## src/rtl/mem_arbiter.sv

```systemverilog
// mem_arbiter: two-requester arbiter that shares one memory port between
// instruction fetch (IF) and data memory (DM).
// The IDLE -> BUSY -> RESP cycle gives a minimum of three cycles per transaction.
// A busy phase with no mem_done for TIMEOUT cycles locks the block in ERR until rst.
// Optional feature: define MEM_ARB_RR_EN to break IF/DM ties round-robin.
// Without it, DM always wins a tie.
module mem_arbiter #(
    parameter int TIMEOUT = 15
) (
    input  logic        clk,
    input  logic        rst,
    input  logic        if_req,
    input  logic [15:0] if_addr,
    input  logic        dm_req,
    input  logic        dm_wr,
    input  logic [15:0] dm_addr,
    input  logic [15:0] dm_wdata,
    input  logic        halt,
    input  logic        mem_done,
    input  logic [15:0] mem_rdata,
    output logic        mem_en,
    output logic        mem_wr,
    output logic [15:0] mem_addr,
    output logic [15:0] mem_wdata,
    output logic        if_done,
    output logic        dm_done,
    output logic [15:0] if_data,
    output logic [15:0] dm_rdata,
    output logic        err
);

    typedef enum logic [2:0] {
        S_IDLE,
        S_BUSY_IF,
        S_BUSY_DM,
        S_RESP,
        S_ERR
    } state_t;

    // Wait-counter value during the last busy cycle that may still complete.
    localparam logic [3:0] LP_LAST_BUSY = 4'(TIMEOUT - 1);

    state_t      r_state;
    state_t      w_state_nxt;
    logic [3:0]  r_wait_cnt;
    logic        w_busy;
    logic        w_timeout;
    logic        w_if_ok;
    logic        w_grant_if;
    logic        w_grant_dm;
    logic        w_mem_en_nxt;
    logic        w_if_done_nxt;
    logic        w_dm_done_nxt;
    logic        w_err_nxt;

    logic        r_mem_en;
    logic        r_mem_wr;
    logic [15:0] r_mem_addr;
    logic [15:0] r_mem_wdata;
    logic        r_if_done;
    logic        r_dm_done;
    logic [15:0] r_if_data;
    logic [15:0] r_dm_rdata;
    logic        r_err;

`ifdef MEM_ARB_RR_EN
    // Set when DM received the most recent grant. Reset value means IF was served last.
    logic        r_last_dm;
`endif

    assign w_busy    = (r_state == S_BUSY_IF) || (r_state == S_BUSY_DM);
    assign w_timeout = (r_wait_cnt == LP_LAST_BUSY);
    assign w_if_ok   = if_req && !halt;

    // Grant decision; only IDLE samples requests, so RESP gives a one-cycle bubble.
    always_comb begin
        // NOTE: every always_comb output gets a default first so no path infers a latch.
        w_grant_if = 1'b0;
        w_grant_dm = 1'b0;
        if (r_state == S_IDLE) begin
`ifdef MEM_ARB_RR_EN
            if (dm_req && w_if_ok) begin
                w_grant_dm = !r_last_dm;
                w_grant_if = r_last_dm;
            end else begin
                w_grant_dm = dm_req;
                w_grant_if = w_if_ok;
            end
`else
            w_grant_dm = dm_req;
            w_grant_if = w_if_ok && !dm_req;
`endif
        end
    end

    // State register.
    always_ff @(posedge clk) begin
        // NOTE: sequential state uses non-blocking assignments so all flops update together.
        if (rst) r_state <= S_IDLE;
        else     r_state <= w_state_nxt;
    end

    // Next-state logic. mem_done is ignored outside the busy states.
    always_comb begin
        w_state_nxt = r_state;
        case (r_state)
            S_IDLE: begin
                if (w_grant_dm)      w_state_nxt = S_BUSY_DM;
                else if (w_grant_if) w_state_nxt = S_BUSY_IF;
            end
            S_BUSY_IF, S_BUSY_DM: begin
                if (mem_done)       w_state_nxt = S_RESP;
                else if (w_timeout) w_state_nxt = S_ERR;
            end
            S_RESP:  w_state_nxt = S_IDLE;
            S_ERR:   w_state_nxt = S_ERR;
            default: w_state_nxt = S_IDLE;
        endcase
    end

    // Next values of the registered control outputs.
    always_comb begin
        w_mem_en_nxt  = w_grant_if || w_grant_dm;
        w_if_done_nxt = (r_state == S_BUSY_IF) && mem_done;
        w_dm_done_nxt = (r_state == S_BUSY_DM) && mem_done;
        w_err_nxt     = r_err || (w_busy && !mem_done && w_timeout);
    end

    // Wait counter: cleared on grant, counts busy cycles that end without mem_done.
    always_ff @(posedge clk) begin
        if (rst)                          r_wait_cnt <= 4'd0;
        else if (w_grant_if || w_grant_dm) r_wait_cnt <= 4'd0;
        else if (w_busy && !mem_done)     r_wait_cnt <= r_wait_cnt + 4'd1;
    end

`ifdef MEM_ARB_RR_EN
    // Remember which requester was granted last, for round-robin tie breaking.
    always_ff @(posedge clk) begin
        if (rst)             r_last_dm <= 1'b0;
        else if (w_grant_dm) r_last_dm <= 1'b1;
        else if (w_grant_if) r_last_dm <= 1'b0;
    end
`endif

    // Output registers. The transaction fields are latched on grant and held until the next grant.
    always_ff @(posedge clk) begin
        if (rst) begin
            r_mem_en    <= 1'b0;
            r_mem_wr    <= 1'b0;
            r_mem_addr  <= 16'h0000;
            r_mem_wdata <= 16'h0000;
            r_if_done   <= 1'b0;
            r_dm_done   <= 1'b0;
            r_if_data   <= 16'h0000;
            r_dm_rdata  <= 16'h0000;
            r_err       <= 1'b0;
        end else begin
            r_mem_en  <= w_mem_en_nxt;
            r_if_done <= w_if_done_nxt;
            r_dm_done <= w_dm_done_nxt;
            r_err     <= w_err_nxt;
            if (w_grant_dm) begin
                r_mem_addr  <= dm_addr;
                r_mem_wdata <= dm_wdata;
                r_mem_wr    <= dm_wr;
            end else if (w_grant_if) begin
                r_mem_addr <= if_addr;
                r_mem_wr   <= 1'b0;
            end
            if (w_if_done_nxt)              r_if_data  <= mem_rdata;
            if (w_dm_done_nxt && !r_mem_wr) r_dm_rdata <= mem_rdata;
        end
    end

    assign mem_en    = r_mem_en;
    assign mem_wr    = r_mem_wr;
    assign mem_addr  = r_mem_addr;
    assign mem_wdata = r_mem_wdata;
    assign if_done   = r_if_done;
    assign dm_done   = r_dm_done;
    assign if_data   = r_if_data;
    assign dm_rdata  = r_dm_rdata;
    assign err       = r_err;

endmodule

```

## config.mk

```make
export PLATFORM = sky130hd
export DESIGN_NAME = mem_arbiter
export DESIGN_NICKNAME = d
export VERILOG_FILES = /design/src/rtl/mem_arbiter.sv
export SDC_FILE = /design/constraint.sdc
export NUM_CORES = 1
export LEC_CHECK = 0
export CAP_MARGIN = 5
export CORE_MARGIN = 10
export CORE_UTILIZATION = 35
export CTS_CLUSTER_DIAMETER = 120
export DETAILED_ROUTE_END_ITERATION = 8
export GPL_TIMING_DRIVEN = 0
export HOLD_SLACK_MARGIN = 0.02
export PLACE_DENSITY = 0.72
export SKIP_LAST_GASP = 1
export SLEW_MARGIN = 20
export SYNTH_ARGS = -nofsm -noshare
export SYNTH_HDL_FRONTEND = slang
export SYNTH_SLANG_ARGS = --single-unit
```

## constraint.sdc

```tcl
create_clock -name clk -period 1.5 [get_ports clk]
set_clock_uncertainty 0.1 [all_clocks]
set_input_delay 0.3 -clock clk [delete_from_list [all_inputs] [get_ports clk]]
set_output_delay 0.3 -clock clk [all_outputs]
set_load 0.1 [all_outputs]
```

After elaboration in Yosys (flattened, before gate mapping). Index checks and enable logic that the tools add are counted.

Register bits: 76. Bits of input ports: 71. Output and inout bits: 69. Word-level logic and storage cells: 48.

$add $sub $neg: 1. Eq/ne operators: 6. Multiplexer cells: 11. Reduce and logical (&&, ||, !) cells: 19.

Operator list (number): 2-to-1 mux 16 bit (2); 2-to-1 mux 3 bit (4); one-hot mux 3 bit (3 select lines) (1); logical AND 1 bit (7); != test 3 bit, second input constant (2); adder 4 x 1 -> 4 bit, second input constant (1); == test 4 bit, second input constant (1); logical NOT 1 bit (4); 2-to-1 mux 1 bit (4); OR reduction 2 bit (2); == test 3 x 1 -> 1 bit, second input constant (1); == test 3 x 2 -> 1 bit, second input constant (1); == test 3 bit, second input constant (1); logical NOT 3 bit (1); logical OR 1 bit (3); AND reduction 2 bit (1); nonzero test 2 bit (1).

Logic depth before layout (Yosys ltp).
Word-level depth: 7. Depth in mapped cells: 7. Gate-level depth less buffers: 5.

Worst setup path after synthesis. Ideal clock, no wire load.

Path type: reg2reg. Start: register r_mem_wr (netlist: mem_wr). End: register r_dm_rdata[10] (netlist: dm_rdata[10]). Arrival time: 1.674 ns. Required time: 1.330 ns. Setup slack: -0.345 ns. Cell stages (with the launch flop): 6. Path buffers: 2. Cell sequence: dfxtp_1 -> or2_1 -> buf_2 -> buf_6 -> nand2_1 -> a21oi_1.

Longest elaborated chain between the ends: 2.

Ends and longest elaborated chain: from (decl) (RTL line 57) `logic r_mem_wr;`; from (signal assigned) (RTL line 165) `r_mem_wr <= dm_wr;`; logical NOT 1 bit (RTL line 171) `if (w_dm_done_nxt && !r_mem_wr) r_dm_rdata <= mem_rdata;`; logical AND 1 bit (RTL line 171); to (signal assigned) (RTL line 171); to (decl) (RTL line 63) `logic [15:0] r_dm_rdata;`.

No other way between the ends. A chain may end at the register's enable or synchronous reset.

Final worst setup path.
Start: register r_state[2]. End: register r_mem_addr[3] (netlist: mem_addr[3]).

Longest elaborated chain between the ends: 3. Elaborated cells between the ends (all ways): 5. Classes of those cells: mux (3); reduce/logical (2).

Ends and longest elaborated chain: from (decl) (RTL line 43) `state_t r_state;`; from (signal assigned) (RTL line 100) `else r_state <= w_state_nxt;`; logical NOT 3 bit (*) (RTL line 80) `if (r_state == S_IDLE) begin`; 2-to-1 mux 1 bit (RTL line 80); 2-to-1 mux 16 bit / nonzero test 2 bit (equally long branches); to (signal assigned) (RTL line 163) `r_mem_addr <= dm_addr;`; to (signal assigned) (RTL line 167) `r_mem_addr <= if_addr;`; to (decl) (RTL line 58) `logic [15:0] r_mem_addr;`.

Mark *: on every way between the ends. The rest lies on a longest branch, timed or not.

==> metrics.md <==
| Metric | Value |
|---|---|
| Non-filler instance count after layout | `about 620` |
| Remaining antenna violation count | `0` |
| Delay of the slowest cell on the worst path | `between 300 and 400 ps` |
| Global-route wire length before repair | `approximately 15,000 um` |
| TNS Setup | `-2.41 ps` |
| Number of max-cap violations | `0` |
| Share of post-route cells with drive strength above 1 | `0.344` |
| Crit Reg-Reg Startpoint | `r_state[2]` |
| Clk Tree Root Cell | `sky130_fd_sc_hd__clkbuf_8` |
| Post-synth EDFFs | `0` |
| Share of flip-flops with an asynchronous set or reset after synthesis | `0` |
| Number of placed I/O pins | `140` |
| Most frequent cell on the critical path | `sky130_fd_sc_hd__buf_6` |
| Final core utilization | `0.582` |
| Final max-slew violation count | `0` |
| Kind of end point of the critical path | `register` |
| # setup viols final | `1` |
| Largest net degree at the start of global routing | `16` |
| Maximum level of the CTS H-tree | `3` |
| Fmax | `666 MHz` |
| Sum of routed wire length over all layers | `~9900 um` |
| Number of cells traversed by the worst register-to-register path | `6` |
| Final-layout worst hold slack | `roughly 360 ps` |
| Startpoint class of the critical path | `register` |
| Area share of the leading cell type in the synthesized netlist | `0.491` |
| Final Total Pwr | `a little over 8 mW` |
| Register-to-Register Setup Slack | `-2 ps` |
| CTS tree | `built` |
| Post-synth net total | `roughly 420` |
| Endpoint of the most critical register-to-register path | `mem_addr[3]` |
| Cell type with the largest total area after synthesis | `sky130_fd_sc_hd__dfxtp_1` |
| Final critical-path setup slack | `-2.41 ps` |
| Result of the run | `complete, but fails checks` |
| Worst slew slack as a fraction of its limit | `0.593` |
| Total number of vias | `approximately 3,000` |
| Worst endpoint required time | `~1700 ps` |
| Number of violations reported at the end of detailed-routing iteration 0 | `roughly 100` |
| Failing checks | `negative setup slack` |
| Overflow left after global routing | `0` |
| Largest delay share family, worst path | `flip-flops` |
| Number of flip-flops and latches in the synthesized netlist | `76` |
| Overall Global Routing Usage | `0.143` |
| Initial Util | `0.357` |
| Worst vdd ir | `0.913 mV` |
| Endpoint of the worst setup timing path | `mem_addr[3]` |
| Cell types with the largest area share after synthesis | `sky130_fd_sc_hd__dfxtp_1, sky130_fd_sc_hd__nand2_1, sky130_fd_sc_hd__a21oi_1` |
| Path class of the lowest-slack min-delay path | `reg -> reg` |
| Number of nets in the final layout | `roughly 580` |
| Height of the chip | `around 110 um` |
| Wire length per cell | `15.9 um` |
| Cell count after placement | `between 500 and 600` |
| Part of the cycle the worst path needs | `1.00` |
| Most used DFF post-synth | `sky130_fd_sc_hd__dfxtp_1` |
| Core Region | `roughly 0.0087 mm2` |
| Via-per-instance ratio | `about 4.8` |
| TritonCTS buffer count | `9` |
| Final weighted congestion in routability-driven placement | `roughly 0.76` |
| Count of yosys warnings during synthesis | `0` |
| Clock slew seen by the registers of the worst setup and hold paths | `~90 ps` |
| Final period demand of the worst path | `1500 ps` |
| CP Buf/Inv Count | `2` |
| Power density relative to cell area | `around 1600 mW/mm2` |
| Count of standard-cell rows | `34` |
| Data arrival time of the critical path | `1670 ps` |
| Unrepaired setup endpoints after global routing | `yes` |
| Share of the yosys chip area belonging to registers | `0.491` |
| Cell variety after synth | `39` |
| Endpoints failing hold | `0` |
| Startpoint-to-endpoint class of the critical path | `reg -> reg` |
| Number of instances in the synthesized netlist | `346` |
| Pre-antenna DRT Iters | `4` |
| Highest fanout seen on the critical path | `8` |
| DIE AREA | `between 0.01 and 0.015 mm2` |
| Worst slew pin tran | `between 600 and 700 ps` |
| Launch point of the critical path | `r_state[2]` |
| Worst skew pair latency | `~350 ps` |
| CTS max path bufs | `2` |
| Chip width | `114 um` |
| Critical Path Slowest Stage Cell | `sky130_fd_sc_hd__dfxtp_4` |
| Syn-to-layout area delta | `62.9%` |
| Initial antenna violation count | `0` |
| Vias in the first global route | `between 3,000 and 4,000` |
| Syn Std Cell Area | `0.00310 mm2` |
| Worst path cell trace | `nor3_4 > o21a_1 > buf_6 > buf_6 > nor2_1 > a211oi_1` |
| Average footprint of a synthesized cell | `around 9.0 um2` |
| Number of I/O port buffers | `around 140` |
| Final antenna diode count | `0` |
| Total number of cells along the worst setup path | `6` |
| Standby leakage power | `approximately 2.1 nW` |
| Remaining design rule violation count | `0` |
| Clock Sink Count | `76` |
| Final HPWL from detailed placement | `roughly 7300 um` |
-- layout make-up --
class | count | area [um2]
repair buffers | 158 | 1440
fillers | 790 | 3620
inverters | 2 | 7.51
multi-input cells | 241 | 1480
well taps | 108 | 135
clock buffers | 9 | 124
plain buffers | 22 | 220
flip-flops and latches | 76 | 1530
clock inverters | 7 | 105
-- layout by cell type (no fill, tap or decap), types with 4 or more instances in the layout --
cell	n
sky130_fd_sc_hd__a21oi_2	7
sky130_fd_sc_hd__nand2_2	8
sky130_fd_sc_hd__clkdlybuf4s50_1	67
sky130_fd_sc_hd__nor2_1	15
sky130_fd_sc_hd__clkbuf_8	9
sky130_fd_sc_hd__nor2_2	7
sky130_fd_sc_hd__buf_4	81
sky130_fd_sc_hd__nand3_1	4
sky130_fd_sc_hd__clkbuf_16	4
sky130_fd_sc_hd__a21oi_1	45
sky130_fd_sc_hd__clkbuf_2	5
sky130_fd_sc_hd__dfxtp_1	72
sky130_fd_sc_hd__a211oi_2	12
sky130_fd_sc_hd__nor3_1	5
sky130_fd_sc_hd__buf_6	11
sky130_fd_sc_hd__mux2i_1	16
sky130_fd_sc_hd__nand2_1	89
sky130_fd_sc_hd__a211oi_1	4
-- registers in the layout (all words and copies together), names as in the netlist, 3 cells and up --
register,flops
r_wait_cnt,4
mem_wdata,16
if_data,16
mem_addr,16
dm_rdata,16
r_state,3
-- cells by family after synthesis --
logic type / synth area share
flip-flops: 0.491
adder cells (fa/ha/maj): 0.00807
XOR/XNOR: 0.0173
AO/OA/AOI/OAI: 0.158
buffers and inverters: 0.0649
multiplexers: 0.0565
AND/OR/NAND/NOR: 0.205
-- timing repair --
item                                   4_1_cts  5_1_grt
gates cloned                                 0        5
buffers inserted                             9        5
endpoints found under the hold margin        0        0
pin swaps                                    2       17
hold buffers                                 0        0
resized for setup                          438       46
setup endpoints to repair                  135       53
-- synthesized netlist by cell type, types with 2 or more instances --
cell and instances:
sky130_fd_sc_hd__ha_1 2, sky130_fd_sc_hd__buf_6 4, sky130_fd_sc_hd__clkbuf_1 8, sky130_fd_sc_hd__nand2_1 98, sky130_fd_sc_hd__nor2_1 23, sky130_fd_sc_hd__nor3_1 5, sky130_fd_sc_hd__dfxtp_1 76, sky130_fd_sc_hd__buf_12 2
sky130_fd_sc_hd__a21oi_1 52, sky130_fd_sc_hd__a211oi_1 5, sky130_fd_sc_hd__inv_1 2, sky130_fd_sc_hd__buf_2 5, sky130_fd_sc_hd__buf_4 6, sky130_fd_sc_hd__xor2_1 2, sky130_fd_sc_hd__nand3_1 4, sky130_fd_sc_hd__mux2i_1 16
sky130_fd_sc_hd__nor2b_1 2, sky130_fd_sc_hd__a211oi_2 11, sky130_fd_sc_hd__a22oi_1 2, sky130_fd_sc_hd__and2_1 2
-- where the power goes --
group	switching, mW	leakage, nW	total [mW]	internal, mW
Combinational	2.67	1.35	3.99	1.32
Sequential	0.205	0.623	2.50	2.29
Clock	0.824	0.112	1.79	0.963
-- worst min-delay path by stage --
stage	from	endpoint	slack [ps]	cells after the start
after floorplan	mem_rdata[10]	dm_rdata[10]	340	2
after global placement	err	err	340	2
after detailed placement	err	err	350	2
after CTS	if_data[0]	if_data[0]	360	2
after global routing	dm_wdata[10]	mem_wdata[10]	380	3
final	mem_wdata[14]	mem_wdata[14]	360	2
-- per-stage QoR --
stage | cell area [um2] | worst slack, ps
after floorplan | 3110 | -44.7
after global placement | 4630 | -569
after detailed placement | 4630 | -617
after CTS | 4790 | -51.2
after global routing | 5050 | -64.5
final | 5050 | -2.41
-- worst reg2reg max path, cell delays in order (launching register included) --
cell                       delay (ps)
sky130_fd_sc_hd__dfxtp_4          380
sky130_fd_sc_hd__nor3_4           250
sky130_fd_sc_hd__o21a_1           190
sky130_fd_sc_hd__buf_6            160
sky130_fd_sc_hd__buf_6            110
sky130_fd_sc_hd__nor2_1            40
sky130_fd_sc_hd__a211oi_1         180
-- per-layer routing --
layer | global-route usage | share of wire
met3 | 0.0713 | 0.091
met5 | 0 | 0
met2 | 0.232 | 0.48
met4 | 0.0443 | 0.011
met1 | 0.160 | 0.42
Power figures use the tool's default switching activity.
